<file path="src/rtl/tl_ul_master_bridge_if.sv">
// TL-UL channel bundle: 32-bit data bus, 8-bit source id, A channel plus D channel.
interface tl_ul_if;
    logic [2:0]  a_opcode;
    logic [2:0]  a_param;
    logic [1:0]  a_size;
    logic [7:0]  a_source;
    logic [31:0] a_address;
    logic [3:0]  a_mask;
    logic [31:0] a_data;
    logic        a_valid;
    logic        a_ready;
    logic [2:0]  d_opcode;
    logic [1:0]  d_size;
    logic [7:0]  d_source;
    logic [31:0] d_data;
    logic        d_error;
    logic        d_valid;
    logic        d_ready;

    modport master_ul (
        output a_opcode, a_param, a_size, a_source, a_address, a_mask, a_data, a_valid,
        input  a_ready,
        input  d_opcode, d_size, d_source, d_data, d_error, d_valid,
        output d_ready
    );
endinterface

</file>
<file path="src/rtl/tl_ul_master_bridge.sv">
// Single-outstanding CPU load/store to TL-UL master bridge.
// Define TL_UL_MASTER_MISALIGN_CHECK_EN to error out misaligned requests locally.
module tl_ul_master_lane #(
    parameter int LANE = 0
) (
    input  logic [1:0] size,
    input  logic [1:0] addr_lo,
    input  logic [7:0] byte_src,
    input  logic [7:0] half_src,
    input  logic [7:0] word_src,
    output logic       mask,
    output logic [7:0] data
);
    localparam logic [1:0] LANE_IDX = LANE[1:0];

    always_comb begin
        mask = 1'b1;
        data = word_src;
        case (size)
            2'd0: begin
                mask = (addr_lo == LANE_IDX);
                data = byte_src;
            end
            2'd1: begin
                mask = (addr_lo[1] == LANE_IDX[1]);
                data = half_src;
            end
            default: ;
        endcase
    end
endmodule

module tl_ul_master_bridge #(
    parameter logic [7:0] SOURCE_ID = 8'd0
) (
    input  logic        clk_i,
    input  logic        reset_i,
    input  logic        req_valid,
    output logic        req_ready,
    input  logic        req_write,
    input  logic [1:0]  req_size,
    input  logic        req_signed,
    input  logic [31:0] req_addr,
    input  logic [31:0] req_wdata,
    output logic        resp_valid,
    input  logic        resp_ready,
    output logic [31:0] resp_rdata,
    output logic        resp_error,
    tl_ul_if.master_ul  tilelink
);
    localparam int         NUM_LANES      = 4;
    localparam logic [2:0] OP_GET         = 3'd4;
    localparam logic [2:0] OP_PUT_FULL    = 3'd0;
    localparam logic [2:0] OP_PUT_PARTIAL = 3'd1;
    localparam logic [2:0] OP_ACK         = 3'd0;
    localparam logic [2:0] OP_ACK_DATA    = 3'd1;

    typedef enum logic [1:0] {IDLE, SEND_A, WAIT_D, RESP} state_e;

    state_e      state_q, state_d;
    logic        r_write, r_signed;
    logic [1:0]  r_size;
    logic [31:0] r_addr, r_wdata;
    logic        req_fire, d_fire, d_bad;
    logic [1:0]  addr_lo_aligned;
    logic [31:0] lane_sh, load_ext;

    assign req_fire = (state_q == IDLE) && req_valid;
    assign d_fire   = (state_q == WAIT_D) && tilelink.d_valid;

    // Low address bits below the access size are dropped so lanes stay naturally aligned.
    always_comb begin
        case (req_size)
            2'd0:    addr_lo_aligned = req_addr[1:0];
            2'd1:    addr_lo_aligned = {req_addr[1], 1'b0};
            default: addr_lo_aligned = 2'b00;
        endcase
    end

`ifdef TL_UL_MASTER_MISALIGN_CHECK_EN
    logic misaligned;
    assign misaligned = ((req_size == 2'd1) && req_addr[0]) ||
                        (req_size[1] && (req_addr[1:0] != 2'b00));
`endif

    always_ff @(posedge clk_i or posedge reset_i) begin
        if (reset_i) state_q <= IDLE;
        else         state_q <= state_d;
    end

    always_comb begin
        state_d          = state_q;
        req_ready        = 1'b0;
        resp_valid       = 1'b0;
        tilelink.a_valid = 1'b0;
        tilelink.d_ready = 1'b0;
        case (state_q)
            IDLE: begin
                req_ready = 1'b1;
                if (req_valid) begin
`ifdef TL_UL_MASTER_MISALIGN_CHECK_EN
                    state_d = misaligned ? RESP : SEND_A;
`else
                    state_d = SEND_A;
`endif
                end
            end
            SEND_A: begin
                tilelink.a_valid = 1'b1;
                if (tilelink.a_ready) state_d = WAIT_D;
            end
            WAIT_D: begin
                tilelink.d_ready = 1'b1;
                if (tilelink.d_valid) state_d = RESP;
            end
            RESP: begin
                resp_valid = 1'b1;
                if (resp_ready) state_d = IDLE;
            end
            default: state_d = IDLE;
        endcase
    end

    always_ff @(posedge clk_i or posedge reset_i) begin
        if (reset_i) begin
            r_write    <= 1'b0;
            r_signed   <= 1'b0;
            r_size     <= 2'd0;
            r_addr     <= '0;
            r_wdata    <= '0;
            resp_rdata <= '0;
            resp_error <= 1'b0;
        end else begin
            if (req_fire) begin
                r_write  <= req_write;
                r_signed <= req_signed;
                r_size   <= req_size;
                r_addr   <= {req_addr[31:2], addr_lo_aligned};
                r_wdata  <= req_wdata;
`ifdef TL_UL_MASTER_MISALIGN_CHECK_EN
                if (misaligned) begin
                    resp_rdata <= '0;
                    resp_error <= 1'b1;
                end
`endif
            end
            if (d_fire) begin
                resp_rdata <= load_ext;
                resp_error <= d_bad;
            end
        end
    end

    logic [NUM_LANES-1:0][7:0] lane_data;
    logic [NUM_LANES-1:0]      lane_mask;

    for (genvar i = 0; i < NUM_LANES; i++) begin : g_lane
        tl_ul_master_lane #(.LANE(i)) u_lane (
            .size     (r_size),
            .addr_lo  (r_addr[1:0]),
            .byte_src (r_wdata[7:0]),
            .half_src (r_wdata[8*(i%2) +: 8]),
            .word_src (r_wdata[8*i +: 8]),
            .mask     (lane_mask[i]),
            .data     (lane_data[i])
        );
    end

    assign tilelink.a_opcode  = !r_write    ? OP_GET :
                                r_size[1]   ? OP_PUT_FULL : OP_PUT_PARTIAL;
    assign tilelink.a_param   = 3'd0;
    assign tilelink.a_size    = r_size;
    assign tilelink.a_source  = SOURCE_ID;
    assign tilelink.a_address = r_addr;
    assign tilelink.a_mask    = lane_mask;
    assign tilelink.a_data    = lane_data;

    assign d_bad = tilelink.d_error || (tilelink.d_source != SOURCE_ID) ||
                   (tilelink.d_opcode != (r_write ? OP_ACK : OP_ACK_DATA));

    // Bring the addressed lane down to bit 0, then extend by access size.
    assign lane_sh = tilelink.d_data >> {r_addr[1:0], 3'b000};

    always_comb begin
        load_ext = lane_sh;
        case (r_size)
            2'd0: load_ext = {{24{r_signed & lane_sh[7]}}, lane_sh[7:0]};
            2'd1: load_ext = {{16{r_signed & lane_sh[15]}}, lane_sh[15:0]};
            default: ;
        endcase
        if (r_write) load_ext = '0;
    end
endmodule

</file>
<file path="src/flat_wrapper.sv">
// flat-port wrapper written by rule: the top's interface ports become plain ports
module tl_ul_master_bridge_flat 
#(
    parameter logic [7:0] SOURCE_ID = 8'd0
)
  (clk_i, reset_i, req_valid, req_ready, req_write, req_size, req_signed, req_addr, req_wdata, resp_valid, resp_ready, resp_rdata, resp_error, tilelink_a_opcode, tilelink_a_param, tilelink_a_size, tilelink_a_source, tilelink_a_address, tilelink_a_mask, tilelink_a_data, tilelink_a_valid, tilelink_a_ready, tilelink_d_opcode, tilelink_d_size, tilelink_d_source, tilelink_d_data, tilelink_d_error, tilelink_d_valid, tilelink_d_ready);
  tl_ul_if tilelink_i ();
  input  logic clk_i;
  input  logic reset_i;
  input  logic req_valid;
  output logic req_ready;
  input  logic req_write;
  input  logic [1:0] req_size;
  input  logic req_signed;
  input  logic [31:0] req_addr;
  input  logic [31:0] req_wdata;
  output logic resp_valid;
  input  logic resp_ready;
  output logic [31:0] resp_rdata;
  output logic resp_error;
  output wire logic [$bits(tilelink_i.a_opcode)-1:0] tilelink_a_opcode;
  output wire logic [$bits(tilelink_i.a_param)-1:0] tilelink_a_param;
  output wire logic [$bits(tilelink_i.a_size)-1:0] tilelink_a_size;
  output wire logic [$bits(tilelink_i.a_source)-1:0] tilelink_a_source;
  output wire logic [$bits(tilelink_i.a_address)-1:0] tilelink_a_address;
  output wire logic [$bits(tilelink_i.a_mask)-1:0] tilelink_a_mask;
  output wire logic [$bits(tilelink_i.a_data)-1:0] tilelink_a_data;
  output wire logic [$bits(tilelink_i.a_valid)-1:0] tilelink_a_valid;
  input wire logic [$bits(tilelink_i.a_ready)-1:0] tilelink_a_ready;
  input wire logic [$bits(tilelink_i.d_opcode)-1:0] tilelink_d_opcode;
  input wire logic [$bits(tilelink_i.d_size)-1:0] tilelink_d_size;
  input wire logic [$bits(tilelink_i.d_source)-1:0] tilelink_d_source;
  input wire logic [$bits(tilelink_i.d_data)-1:0] tilelink_d_data;
  input wire logic [$bits(tilelink_i.d_error)-1:0] tilelink_d_error;
  input wire logic [$bits(tilelink_i.d_valid)-1:0] tilelink_d_valid;
  output wire logic [$bits(tilelink_i.d_ready)-1:0] tilelink_d_ready;
  assign tilelink_a_opcode = tilelink_i.a_opcode;
  assign tilelink_a_param = tilelink_i.a_param;
  assign tilelink_a_size = tilelink_i.a_size;
  assign tilelink_a_source = tilelink_i.a_source;
  assign tilelink_a_address = tilelink_i.a_address;
  assign tilelink_a_mask = tilelink_i.a_mask;
  assign tilelink_a_data = tilelink_i.a_data;
  assign tilelink_a_valid = tilelink_i.a_valid;
  assign tilelink_i.a_ready = tilelink_a_ready;
  assign tilelink_i.d_opcode = tilelink_d_opcode;
  assign tilelink_i.d_size = tilelink_d_size;
  assign tilelink_i.d_source = tilelink_d_source;
  assign tilelink_i.d_data = tilelink_d_data;
  assign tilelink_i.d_error = tilelink_d_error;
  assign tilelink_i.d_valid = tilelink_d_valid;
  assign tilelink_d_ready = tilelink_i.d_ready;
  tl_ul_master_bridge #(.SOURCE_ID(SOURCE_ID)) u_core (.clk_i(clk_i), .reset_i(reset_i), .req_valid(req_valid), .req_ready(req_ready), .req_write(req_write), .req_size(req_size), .req_signed(req_signed), .req_addr(req_addr), .req_wdata(req_wdata), .resp_valid(resp_valid), .resp_ready(resp_ready), .resp_rdata(resp_rdata), .resp_error(resp_error), .tilelink(tilelink_i));
endmodule
</file>
<file path="config.mk">
export PLATFORM = sky130hd
export DESIGN_NAME = tl_ul_master_bridge_flat
export DESIGN_NICKNAME = d
export VERILOG_FILES = /design/src/rtl/tl_ul_master_bridge_if.sv /design/src/rtl/tl_ul_master_bridge.sv /design/src/flat_wrapper.sv
export SDC_FILE = /design/constraint.sdc
export NUM_CORES = 1
export LEC_CHECK = 0
export CORE_AREA = 2 2 116 118
export DETAILED_ROUTE_END_ITERATION = 12
export DIE_AREA = 0 0 118 120
export PLACE_DENSITY = 0.8
export SLEW_MARGIN = 10
export SYNTH_ARGS = -nofsm -noshare
export SYNTH_HDL_FRONTEND = slang
export SYNTH_HIERARCHICAL = 1
export SYNTH_SLANG_ARGS = --single-unit
</file>
<file path="constraint.sdc">
create_clock -name clk_i -period 4.1 [get_ports clk_i]
set_input_delay 0.615 -clock clk_i [delete_from_list [all_inputs] [get_ports clk_i]]
set_output_delay 0.615 -clock clk_i [all_outputs]
set_load 0.01 [all_outputs]
</file>
==> impl_metrics.env <==
export IMPL_grt_pass1_wl_um=23100
export IMPL_postCtsSetupBuffers=0
export IMPL_synth_area_per_cell_um2=11.6
export IMPL_grt_overflow_total=0
export IMPL_wl_per_cell_um=17.1
export IMPL_cp_required_ns=3.48
export IMPL_hold_path_class="reg -> reg"
export IMPL_syn_to_final_growth_pct=49.6
export IMPL_fp_dieH_um=120
export IMPL_grt_pass1_vias=4344
export IMPL_grtUsageTotal_pct=20.8
export IMPL_numCtsBuffers=9
export IMPL_cp_end_kind="primary output"
export IMPL_clockBufferDepth=2
export IMPL_rsz0062_at_grt="no"
export IMPL_crit_chain="mux2i_1, o21ai_1, clkdlybuf4s50_1"
export IMPL_antenna_found_initial=0
export IMPL_vias=4401
export IMPL_fillerInstances=1093
export IMPL_synthTopCellsByCount="dfrtp_1 (103), mux2_2 (75), nand2_1 (50)"
export IMPL_drc=0
export IMPL_htreeDepth=3
export IMPL_synth_seq_cells=103
export IMPL_drive_gt1_share_pct=16.3
export IMPL_finalHoldWorstSlack_ns=0.486
export IMPL_setup_ws_ns=1.06
export IMPL_yosysSeqAreaShare_pct=48.2
export IMPL_ctsHoldBuffers=0
export IMPL_vdd_ir_drop_max_uv=438
export IMPL_crit_path_max_fanout=43
export IMPL_diodes=0
export IMPL_fin_skew_ns=0.00787
export IMPL_place_ws_ns=1.30
export IMPL_cellPowerDensity_mw_per_mm2=796
export IMPL_power_leakage_nw=3.35
export IMPL_path_class="reg -> out"
export IMPL_place_hpwl_um=11200
export IMPL_die_w_um=118
export IMPL_status="finished clean"
export IMPL_core_area_mm2=0.0130
export IMPL_ctsRootBufferMaster="clkbuf_16"
export IMPL_setup_worst_path_start_class="register"
export IMPL_hold_viol=0
export IMPL_dieArea_mm2=0.0142
export IMPL_path_buf_inv=1
export IMPL_vias_per_cell=5.12
export IMPL_synth_top_area_cell="dfrtp_1"
export IMPL_ff_latch_area_mm2=0.00258
export IMPL_async_reset_ff_share_pct=100
export IMPL_synth_top_area_share_pct=48.2
export IMPL_finalCritPeriodShare_pct=74.1
export IMPL_worst_pin_slew_ns=1.10
export IMPL_wirelength_um=14700
export IMPL_clkSinkCount=103
export IMPL_clk_insertion_delay_late_ns=0.35
export IMPL_yosys_warnings=6
export IMPL_synth_cell_type_count=37
export IMPL_place_congestion=0.879
export IMPL_final_max_slew_violation_count=0
export IMPL_synth_area_leaders="dfrtp_1 (48%), mux2_2 (16%), mux2i_1 (9.2%)"
export IMPL_synth_cell_area_mm2=0.00534
export IMPL_synth_edf_count=0
export IMPL_crit_slowest_cell="dfrtp_2"
export IMPL_fmax_mhz=329
export IMPL_synth_ff_type="dfrtp_1"
export IMPL_rows=42
export IMPL_start_util_pct=41.2
export IMPL_critPathArrivalTime_ns=2.42
export IMPL_synthCells=462
export IMPL_drtIter0Drc=247
export IMPL_ant_nets=0
export IMPL_fin_setup_tns_ns=0
export IMPL_grt_max_degree=53
export IMPL_clk_pin_slew_ns=0.07
export IMPL_portBuffers=226
export IMPL_dr_pass1_iters=4
export IMPL_synth_most_common_cell="dfrtp_1"
export IMPL_finalPower_w=0.00636
export IMPL_cts_tree="built"
export IMPL_maxCapViolations=0
export IMPL_max_stage_delay_ns=1.09
export IMPL_fin_nets=802
export IMPL_io_pin_count=241
export IMPL_multi_input_area_mm2=0.00250
export IMPL_maxSlewHeadroom_pct=26.7
export IMPL_post_cts_resized=0
export IMPL_finalCriticalPeriod_ns=3.04
export IMPL_setup_viol=0
export IMPL_critical_path_top_delay_family="flip-flops"
## cells in the final DEF, fill, tap and decap left out, types with 12 or more instances in the layout
| cell type | netlist | routed |
|---|---|---|
| conb_1 | 1 | 12 |
| dfrtp_1 | 103 | 101 |
| o21ai_1 | 31 | 31 |
| o21ai_0 | 25 | 25 |
| nand2_1 | 50 | 49 |
| a221o_1 | 16 | 16 |
| mux2i_1 | 49 | 49 |
| clkdlybuf4s50_1 | 0 | 226 |
| mux2_2 | 75 | 75 |
## metal layers
metal	track usage (%)	share of wire [%]	up-vias	routed length (um)
met5	0	0	-	0
met3	7.13	6.9	27	1010
met4	7.98	3.0	0	440
li1	-	-	2080	-
met1	24.7	40	2132	5940
met2	34.9	50	162	7310
## through the flow
| step | util [%] | instances | instance area (um^2) |
|---|---|---|---|
| after floorplan | - | 473 | 5380 |
| final | 61.6 | 859 | 7990 |
| after global routing | 61.6 | 859 | 7990 |
| after global placement | 59.1 | 843 | 7670 |
| after CTS | 61.6 | 859 | 7990 |
| after detailed placement | 59.1 | 843 | 7670 |
## worst min-delay path: stages (launching register included)
cell and delay (ns):
dfrtp_1 0.34, nand2_1 0.04, o21ai_0 0.06
## registers in the layout, summed over array words and instances, names as in the netlist
signal / count
u_core/tilelink.a_size: 2
u_core/tilelink.a_address: 32
u_core/resp_error: 1
u_core/r_signed: 1
u_core/r_wdata: 32
u_core/resp_rdata: 32
u_core/r_write: 1
u_core/state_q: 2
## final cells by class
cell class / instances / share of cell area [%]
Multi-Input combinational cell: 320 / 31.3
Timing Repair Buffer: 236 / 29.2
Clock buffer: 9 / 2.82
Tap cell: 176 / 2.76
Inverter: 8 / 0.407
Sequential cell: 103 / 32.3
Clock inverter: 7 / 1.21
## where the power goes
group	switching (W)	internal [W]	leakage, nW
registers	0.000455	0.00150	1.26
clock network	0.000417	0.000494	0.155
logic	0.00146	0.00203	1.93
total	0.00233	0.00403	3.35
## logic make-up (layout without fill, tap and decap cells)
kind of cell / Yosys count / after routing / synth area share, %
muxes: 126 / 126 / 25.8
buffers and inverters: 50 / 260 / 5.78
AOI/OAI and AO/OA: 99 / 99 / 12.1
other: 1 / 12 / 0.0702
and+or+nand+nor: 78 / 78 / 6.91
xor gates and xnor gates: 1 / 1 / 0.164
DFF: 103 / 103 / 48.2
adders and majority gates: 4 / 4 / 0.937
## path summary, 6_finish.rpt
check	from	end	slack, ns	cells past startpoint
max	u_core/tilelink.a_size[0]	tilelink_a_data[25]	1.06	3
min	u_core/resp_rdata[9]	u_core/resp_rdata[9]	0.49	2
max reg2reg	u_core/state_q[0]	u_core/resp_rdata[29]	1.65	7
min reg2reg	u_core/resp_rdata[9]	u_core/resp_rdata[9]	0.49	2
max in group asynchronous	reset_i	u_core/resp_rdata[27]	2.58	3
min in group asynchronous	reset_i	u_core/tilelink.a_address[31]	0.70	2
(Power assumes the default switching activity.)
